==> config.mk <==
export PLATFORM = sky130hd
export DESIGN_NAME = fft_frame_buffer_flat
export DESIGN_NICKNAME = d
export VERILOG_FILES = /design/src/rtl/fft_frame_buffer_if.sv /design/src/rtl/fft_frame_buffer.sv /design/src/flat_wrapper.sv
export SDC_FILE = /design/constraint.sdc
export NUM_CORES = 2
export LEC_CHECK = 0
export CORE_ASPECT_RATIO = 0.9
export CORE_UTILIZATION = 50
export DETAILED_ROUTE_END_ITERATION = 16
export PLACE_DENSITY = 0.76
export SLEW_MARGIN = 20
export SYNTH_ARGS = -nofsm -noshare
export SYNTH_HDL_FRONTEND = slang
export SYNTH_SLANG_ARGS = --single-unit
==> constraint.sdc <==
create_clock -name clk -period 5.15 [get_ports clk]
set_input_delay 0.7725 -clock clk [delete_from_list [all_inputs] [get_ports clk]]
set_output_delay 0.7725 -clock clk [all_outputs]
set_load 0.005 [all_outputs]
==> src/rtl/fft_frame_buffer_if.sv <==
`default_nettype none
// fft_frame_buffer_if: sample stream into and out of the FFT frame buffer, plus done/err pulses.
// The inverse signal exists only when FFT_CONJ_EN is defined.
interface fft_frame_buffer_if #(
  parameter int DATA_W = 16
);
  logic                     in_valid;
  logic                     in_ready;
  logic                     in_sop;
  logic signed [DATA_W-1:0] in_re;
  logic signed [DATA_W-1:0] in_im;
`ifdef FFT_CONJ_EN
  logic                     inverse;
`endif
  logic                     out_valid;
  logic                     out_ready;
  logic                     out_sop;
  logic                     out_eop;
  logic signed [DATA_W-1:0] out_re;
  logic signed [DATA_W-1:0] out_im;
  logic                     done;
  logic                     err;

  // master is the surrounding datapath, slave is the frame buffer.
`ifdef FFT_CONJ_EN
  modport master (
    output in_valid, in_sop, in_re, in_im, inverse, out_ready,
    input  in_ready, out_valid, out_sop, out_eop, out_re, out_im, done, err
  );
  modport slave (
    input  in_valid, in_sop, in_re, in_im, inverse, out_ready,
    output in_ready, out_valid, out_sop, out_eop, out_re, out_im, done, err
  );
`else
  modport master (
    output in_valid, in_sop, in_re, in_im, out_ready,
    input  in_ready, out_valid, out_sop, out_eop, out_re, out_im, done, err
  );
  modport slave (
    input  in_valid, in_sop, in_re, in_im, out_ready,
    output in_ready, out_valid, out_sop, out_eop, out_re, out_im, done, err
  );
`endif
endinterface
`default_nettype wire

==> src/rtl/fft_frame_buffer.sv <==
`default_nettype none
// fft_frame_buffer: ping-pong frame buffer with natural or bit-reversed readout.
// Optional FFT_CONJ_EN macro adds a per-frame conjugate (saturated imag negation) on write.
module fft_frame_buffer #(
  parameter int DATA_W = 16,
  parameter int LOG2N  = 5,
  parameter bit BITREV = 1'b1
) (
  input  wire logic         clk,
  input  wire logic         rst,
  fft_frame_buffer_if.slave bus_if
);
  localparam int               N        = 1 << LOG2N;
  localparam logic [LOG2N-1:0] LAST_IDX = '1;
  localparam logic [LOG2N-1:0] ONE_IDX  = LOG2N'(1);

  typedef enum logic [1:0] {
    B_EMPTY    = 2'd0,
    B_FILLING  = 2'd1,
    B_FULL     = 2'd2,
    B_DRAINING = 2'd3
  } bank_e;

  typedef enum logic [1:0] {
    S_IDLE   = 2'd0,
    S_PRIME  = 2'd1,
    S_STREAM = 2'd2
  } rd_state_e;

  bank_e                    bank_q [2];
  bank_e                    bank_d [2];
  logic                     wbank_q, wbank_d;
  logic                     rbank_q, rbank_d;
  logic [LOG2N-1:0]         wp_q, wp_d;
  logic [LOG2N-1:0]         rc_q, rc_d;
  rd_state_e                state_q, state_d;
  logic                     done_q, done_d;
  logic                     err_q, err_d;
  logic signed [DATA_W-1:0] out_re_q, out_im_q;

  logic [2*DATA_W-1:0]      mem_q [2*N];
  logic                     mem_we;
  logic [LOG2N:0]           mem_waddr;
  logic [2*DATA_W-1:0]      mem_wdata;
  logic                     rd_en;
  logic [LOG2N:0]           rd_addr;

  logic                     in_ready_w;
  logic                     accept_w;
  logic                     out_valid_w;
  logic signed [DATA_W-1:0] wr_im_w;

  function automatic logic [LOG2N-1:0] rd_index(input logic [LOG2N-1:0] idx);
    logic [LOG2N-1:0] rev;
    for (int i = 0; i < LOG2N; i++) begin
      rev[i] = idx[LOG2N-1-i];
    end
    return BITREV ? rev : idx;
  endfunction

`ifdef FFT_CONJ_EN
  logic inv_q [2];
  logic inv_d [2];
  logic cur_inv_w;

  // Negating the most negative value would wrap, so it clamps to the positive maximum.
  function automatic logic signed [DATA_W-1:0] neg_sat(input logic signed [DATA_W-1:0] x);
    logic signed [DATA_W-1:0] min_v;
    min_v = {1'b1, {(DATA_W-1){1'b0}}};
    if (x == min_v) begin
      return {1'b0, {(DATA_W-1){1'b1}}};
    end
    return -x;
  endfunction

  always_comb begin
    cur_inv_w = bus_if.in_sop ? bus_if.inverse : inv_q[wbank_q];
    wr_im_w   = cur_inv_w ? neg_sat(bus_if.in_im) : bus_if.in_im;
  end
`else
  assign wr_im_w = bus_if.in_im;
`endif

  assign in_ready_w  = (bank_q[wbank_q] == B_EMPTY) || (bank_q[wbank_q] == B_FILLING);
  assign accept_w    = bus_if.in_valid && in_ready_w;
  assign mem_wdata   = {bus_if.in_re, wr_im_w};
  assign out_valid_w = (state_q == S_STREAM);

  always_comb begin
    bank_d[0] = bank_q[0];
    bank_d[1] = bank_q[1];
    wbank_d   = wbank_q;
    wp_d      = wp_q;
    err_d     = 1'b0;
    mem_we    = 1'b0;
    mem_waddr = {wbank_q, wp_q};
    state_d   = state_q;
    rc_d      = rc_q;
    rbank_d   = rbank_q;
    done_d    = 1'b0;
    rd_en     = 1'b0;
    rd_addr   = {rbank_q, rd_index(rc_q)};
`ifdef FFT_CONJ_EN
    inv_d[0]  = inv_q[0];
    inv_d[1]  = inv_q[1];
`endif

    // Write side: a new sop always restarts the current bank at index 0.
    if (accept_w) begin
      if (bus_if.in_sop) begin
        err_d             = (bank_q[wbank_q] == B_FILLING) && (wp_q != '0);
        mem_we            = 1'b1;
        mem_waddr         = {wbank_q, {LOG2N{1'b0}}};
        wp_d              = ONE_IDX;
        bank_d[wbank_q]   = B_FILLING;
`ifdef FFT_CONJ_EN
        inv_d[wbank_q]    = bus_if.inverse;
`endif
      end else if (bank_q[wbank_q] == B_FILLING) begin
        mem_we    = 1'b1;
        mem_waddr = {wbank_q, wp_q};
        if (wp_q == LAST_IDX) begin
          bank_d[wbank_q] = B_FULL;
          wbank_d         = !wbank_q;
          wp_d            = '0;
        end else begin
          wp_d = wp_q + ONE_IDX;
        end
      end else begin
        err_d = 1'b1;
      end
    end

    unique case (state_q)
      S_IDLE: begin
        if (bank_q[rbank_q] == B_FULL) begin
          bank_d[rbank_q] = B_DRAINING;
          rc_d            = '0;
          state_d         = S_PRIME;
        end
      end
      S_PRIME: begin
        rd_en   = 1'b1;
        rd_addr = {rbank_q, rd_index(rc_q)};
        state_d = S_STREAM;
      end
      S_STREAM: begin
        if (bus_if.out_ready) begin
          if (rc_q == LAST_IDX) begin
            bank_d[rbank_q] = B_EMPTY;
            done_d          = 1'b1;
            rbank_d         = !rbank_q;
            rc_d            = '0;
            if (bank_q[!rbank_q] == B_FULL) begin
              bank_d[!rbank_q] = B_DRAINING;
              state_d          = S_PRIME;
            end else begin
              state_d = S_IDLE;
            end
          end else begin
            // Prefetch the next entry so the stream has no bubbles.
            rc_d    = rc_q + ONE_IDX;
            rd_en   = 1'b1;
            rd_addr = {rbank_q, rd_index(rc_q + ONE_IDX)};
          end
        end
      end
      default: state_d = S_IDLE;
    endcase
  end

  always_ff @(posedge clk or posedge rst) begin
    if (rst) begin
      bank_q[0] <= B_EMPTY;
      bank_q[1] <= B_EMPTY;
      wbank_q   <= 1'b0;
      rbank_q   <= 1'b0;
      wp_q      <= '0;
      rc_q      <= '0;
      state_q   <= S_IDLE;
      done_q    <= 1'b0;
      err_q     <= 1'b0;
      out_re_q  <= '0;
      out_im_q  <= '0;
`ifdef FFT_CONJ_EN
      inv_q[0]  <= 1'b0;
      inv_q[1]  <= 1'b0;
`endif
    end else begin
      bank_q[0] <= bank_d[0];
      bank_q[1] <= bank_d[1];
      wbank_q   <= wbank_d;
      rbank_q   <= rbank_d;
      wp_q      <= wp_d;
      rc_q      <= rc_d;
      state_q   <= state_d;
      done_q    <= done_d;
      err_q     <= err_d;
      if (rd_en) begin
        {out_re_q, out_im_q} <= mem_q[rd_addr];
      end
`ifdef FFT_CONJ_EN
      inv_q[0]  <= inv_d[0];
      inv_q[1]  <= inv_d[1];
`endif
    end
  end

  always_ff @(posedge clk) begin
    if (mem_we) begin
      mem_q[mem_waddr] <= mem_wdata;
    end
  end

  assign bus_if.in_ready  = in_ready_w;
  assign bus_if.out_valid = out_valid_w;
  assign bus_if.out_sop   = out_valid_w && (rc_q == '0);
  assign bus_if.out_eop   = out_valid_w && (rc_q == LAST_IDX);
  assign bus_if.out_re    = out_re_q;
  assign bus_if.out_im    = out_im_q;
  assign bus_if.done      = done_q;
  assign bus_if.err       = err_q;

endmodule
`default_nettype wire

==> src/flat_wrapper.sv <==
// flat-port wrapper written by rule: the top's interface ports become plain ports
module fft_frame_buffer_flat 
#(
  parameter int DATA_W = 16,
  parameter int LOG2N  = 5,
  parameter bit BITREV = 1'b1
)
  (clk, rst, bus_if_in_valid, bus_if_in_sop, bus_if_in_re, bus_if_in_im, bus_if_out_ready, bus_if_in_ready, bus_if_out_valid, bus_if_out_sop, bus_if_out_eop, bus_if_out_re, bus_if_out_im, bus_if_done, bus_if_err);
  fft_frame_buffer_if #(.DATA_W(DATA_W)) bus_if_i ();
  input  wire logic clk;
  input  wire logic rst;
  input wire logic [$bits(bus_if_i.in_valid)-1:0] bus_if_in_valid;
  input wire logic [$bits(bus_if_i.in_sop)-1:0] bus_if_in_sop;
  input wire logic [$bits(bus_if_i.in_re)-1:0] bus_if_in_re;
  input wire logic [$bits(bus_if_i.in_im)-1:0] bus_if_in_im;
  input wire logic [$bits(bus_if_i.out_ready)-1:0] bus_if_out_ready;
  output wire logic [$bits(bus_if_i.in_ready)-1:0] bus_if_in_ready;
  output wire logic [$bits(bus_if_i.out_valid)-1:0] bus_if_out_valid;
  output wire logic [$bits(bus_if_i.out_sop)-1:0] bus_if_out_sop;
  output wire logic [$bits(bus_if_i.out_eop)-1:0] bus_if_out_eop;
  output wire logic [$bits(bus_if_i.out_re)-1:0] bus_if_out_re;
  output wire logic [$bits(bus_if_i.out_im)-1:0] bus_if_out_im;
  output wire logic [$bits(bus_if_i.done)-1:0] bus_if_done;
  output wire logic [$bits(bus_if_i.err)-1:0] bus_if_err;
  assign bus_if_i.in_valid = bus_if_in_valid;
  assign bus_if_i.in_sop = bus_if_in_sop;
  assign bus_if_i.in_re = bus_if_in_re;
  assign bus_if_i.in_im = bus_if_in_im;
  assign bus_if_i.out_ready = bus_if_out_ready;
  assign bus_if_in_ready = bus_if_i.in_ready;
  assign bus_if_out_valid = bus_if_i.out_valid;
  assign bus_if_out_sop = bus_if_i.out_sop;
  assign bus_if_out_eop = bus_if_i.out_eop;
  assign bus_if_out_re = bus_if_i.out_re;
  assign bus_if_out_im = bus_if_i.out_im;
  assign bus_if_done = bus_if_i.done;
  assign bus_if_err = bus_if_i.err;
  fft_frame_buffer #(.DATA_W(DATA_W), .LOG2N(LOG2N), .BITREV(BITREV)) u_core (.clk(clk), .rst(rst), .bus_if(bus_if_i));
endmodule
==> flow_metrics.env <==
export IMPL_run_status="finished with violations"
export IMPL_violations="setup timing"
export IMPL_layout_nets=5235
export IMPL_ys_async_sr_fraction_pct=2.48
export IMPL_gp_congestion=0.897
export IMPL_timing_final_hold_violations=0
export IMPL_swShare_pct=20.5
export IMPL_cp_arrival_ns=5.87
export IMPL_synthesis_nets=5008
export IMPL_fin_crit_sh_pct=100
export IMPL_grt_pass1_vias=49505
export IMPL_slew_viol_final=0
export IMPL_path_clk_slew_ns=0.07
export IMPL_synth_compound_area_share_pct=6.70
export IMPL_synth_mux_area_share_pct=8.01
export IMPL_ys_types=83
export IMPL_grt_pass1_wl_mm=364
export IMPL_cp_max_fo=49
export IMPL_setup_viol=1
export IMPL_ys_seq_elements=2100
export IMPL_clockBufferDepth=3
export IMPL_synth_area_per_cell_um2=16.6
export IMPL_cts_sinks=2100
export IMPL_pwr_share_seq_pct=55.9
export IMPL_fin_ws_ns=-0.00798
export IMPL_power_density_nw_per_um2=361
export IMPL_start_util_pct=50.3
export IMPL_fillCellCount=11843
export IMPL_layout_drive_gt1_share_pct=17.0
export IMPL_vias_per_cell=6.86
export IMPL_postLayoutCoreUtil_pct=57.2
export IMPL_dp_hpwl_mm=144
export IMPL_synth_warnings=0
export IMPL_post_cts_buffers=0
export IMPL_p_int_w=0.0269
export IMPL_p_switching_w=0.00693
export IMPL_die_h_um=387
export IMPL_start_kind="flip-flop"
export IMPL_clk_latency_ns=0.87
export IMPL_synth_flop_cell="edfxtp_1"
export IMPL_dr_pass1_iters=6
export IMPL_wl_mm=261
export IMPL_synth_top_family_by_area="multiplexers"
export IMPL_drc=0
export IMPL_cts_made_buffers=196
export IMPL_synth_seq_area_share_pct=76.1
export IMPL_seqCellArea_um2=62800
export IMPL_dieArea_um2=167000
export IMPL_final_area_um2=93800
export IMPL_slew_headroom_pct=19.0
export IMPL_rsz0062_at_grt="no"
export IMPL_portBuffers=74
export IMPL_area_growth_pct=13.6
export IMPL_antenna_found_initial=18
export IMPL_rows=141
export IMPL_ir_drop_mv=0.315
export IMPL_cts_tree="yes"
export IMPL_ios=75
export IMPL_grt_use_total_pct=30.9
export IMPL_clock_fmax_mhz=194
export IMPL_setup_worst_path_end_class="flip-flop"
export IMPL_yosys_area_share_simple_pct=6.90
export IMPL_hold_path_class="input port to flip-flop"
export IMPL_dp_cells=7131
export IMPL_period_needed_ns=5.16
export IMPL_synthXorXnorAreaFrac_pct=0.0819
export IMPL_core_area_um2=164000
export IMPL_wl_per_cell_um=34.8
export IMPL_power_leakage_nw=30.4
export IMPL_p_clk_share_pct=42.1
export IMPL_synth_edf_count=2048
export IMPL_ant_nets=0
export IMPL_multiInputGateArea_um2=18700
export IMPL_root_buffer="clkbuf_16"
export IMPL_pre_cts_ws_ns=0.0674
export IMPL_placed_area_um2=87400
export IMPL_pwr_share_comb_pct=2.0
export IMPL_final_cells=7505
export IMPL_fin_setup_tns_ns=-0.00798
export IMPL_die_w_um=430
export IMPL_tightest_slew_ns=1.21
export IMPL_first_iter_violations=9242
export IMPL_synthAdderAreaFrac_pct=0.197
export IMPL_htreeDepth=4
export IMPL_drv_cap=0
export IMPL_synth_area_um2=82500
export IMPL_synthesis_instances=4958
export IMPL_required_ns=5.87
export IMPL_grt_max_degree=85
export IMPL_grt_ovfl_total=0
export IMPL_finClkSkew_ns=0.0534
export IMPL_via_count=51518
export IMPL_critPathKind="flip-flop to flip-flop"
## what timing repair did
action | 4_1_cts | 5_1_grt
setup endpoints to repair | 0 | 2
hold buffers | 0 | 0
resized for setup | 0 | 2
## flip-flops by register name, indices dropped and copies added (netlist names), 2 cells and up
name                  count
u_core.mem_q           2048
u_core.bus_if.out_im     16
u_core.bus_if.out_re     16
u_core.rc_q               5
u_core.wp_q               5
u_core.bank_q             4
u_core.state_q            2
## power by group through the flow
| stage | Clock [W] | Combinational [W] | Sequential [W] |
|---|---|---|---|
| finish | 0.0143 | 0.000665 | 0.0189 |
| CTS | 0.0142 | 0.000638 | 0.0189 |
| detailed placement | 0 | 0.000638 | 0.0193 |
| floorplan | 0 | 0.000196 | 0.0193 |
| global route | 0.0149 | 0.000690 | 0.0189 |
| global placement | 0 | 0.000611 | 0.0193 |
## critical path: stages (launching register included)
cell	delay, ns
dfrtp_1	0.50
ha_1	0.34
nand3_1	0.15
inv_1	0.07
ha_1	0.28
and3b_1	0.33
nand3_4	0.26
nand2_8	0.57
buf_4	0.44
nor2_1	0.10
buf_4	0.19
a221oi_1	0.77
nand3_1	0.39
a21oi_2	0.45
nor3_1	0.11
## cell type report
class	count	area share, %
well taps	2145	2.86
clock buffers	240	5.55
clock inverters	124	1.11
repair buffers	349	3.47
inverters	15	0.0614
diodes	9	0.0240
flip-flops and latches	2100	67.0
multi-input cells	2523	20.0
## synthesized netlist by cell type (7+ instances only)
cell | n | area, µm²
a211oi_1 | 138 | 1040
a21oi_1 | 122 | 611
a221oi_1 | 20 | 175
a22oi_1 | 13 | 97.6
a311oi_1 | 49 | 429
a31oi_1 | 126 | 788
a32oi_1 | 27 | 236
and3_1 | 151 | 945
buf_1 | 23 | 86.3
buf_2 | 117 | 586
buf_4 | 45 | 338
buf_6 | 13 | 146
clkbuf_1 | 120 | 450
dfrtp_1 | 52 | 1300
edfxtp_1 | 2048 | 61500
ha_1 | 13 | 163
inv_1 | 15 | 56.3
mux2_2 | 17 | 191
mux2i_1 | 221 | 2210
mux4_2 | 187 | 4210
nand2_1 | 803 | 3010
nand2b_1 | 7 | 43.8
nand3_1 | 115 | 576
nand4_1 | 20 | 125
nor2_1 | 121 | 454
nor2b_1 | 7 | 43.8
nor3_1 | 19 | 95.1
nor4_1 | 15 | 93.8
o211ai_1 | 11 | 82.6
o21ai_0 | 63 | 315
o221a_2 | 11 | 124
o221ai_1 | 33 | 289
o22a_1 | 9 | 78.8
o22ai_1 | 56 | 350
o31ai_1 | 11 | 82.6
o32ai_1 | 7 | 61.3
o41ai_1 | 13 | 114
or3_1 | 12 | 75.1
## cells in the final DEF (no fill, tap or decap), drive strengths merged, types with 122 or more instances in the layout
cell / count
edfxtp: 2048
nand2: 804
buf: 307
clkbuf: 240
mux2i: 221
mux4: 187
and3: 151
a211oi: 138
a31oi: 126
nor2: 123
a21oi: 122
## through the flow
step / total power [W] / hold WS (ns)
2_1_floorplan: 0.0195 / 0.473
3_3_place_gp: 0.0199 / 0.526
3_5_place_dp: 0.0199 / 0.553
4_1_cts: 0.0338 / 0.495
5_1_grt: 0.0345 / 0.382
6_report: 0.0339 / 0.377
## kinds of logic after synthesis
family,after synthesis
AO/OA/AOI/OAI,781
XOR/XNOR,6
adder cells (fa/ha/maj),13
buffers and inverters,335
flip-flops,2100
multiplexers,425
AND/OR/NAND/NOR,1298
## worst paths after layout
| path | start | to | slack, ns | cells after the start |
|---|---|---|---|---|
| max in group asynchronous | rst | u_core.bus_if.out_im[11] | 3.39 | 3 |
| min in group asynchronous | rst | u_core.bus_if.out_re[0] | 0.47 | 2 |
| setup reg to reg | u_core.rc_q[1] | u_core.bus_if.out_im[7] | -0.008 | 14 |
| setup / recovery | u_core.rc_q[1] | u_core.bus_if.out_im[7] | -0.008 | 14 |
| hold / removal | bus_if_in_re[7] | u_core.mem_q[60][23] | 0.38 | 1 |
| hold reg to reg | u_core.bank_q[3] | u_core.bank_q[3] | 0.56 | 1 |
## metal layers
| layer | wire length [µm] | share of wire, % | track usage, % | up-vias |
|---|---|---|---|---|
| li1 | - | - | - | 20125 |
| met1 | 85700 | 33 | 40.0 | 25547 |
| met2 | 116000 | 44 | 46.1 | 4832 |
| met3 | 42200 | 16 | 10.5 | 996 |
| met4 | 17200 | 6.6 | 17.2 | 18 |
| met5 | 144 | 0.055 | 0 | - |
Power figures use the tool's default switching activity.
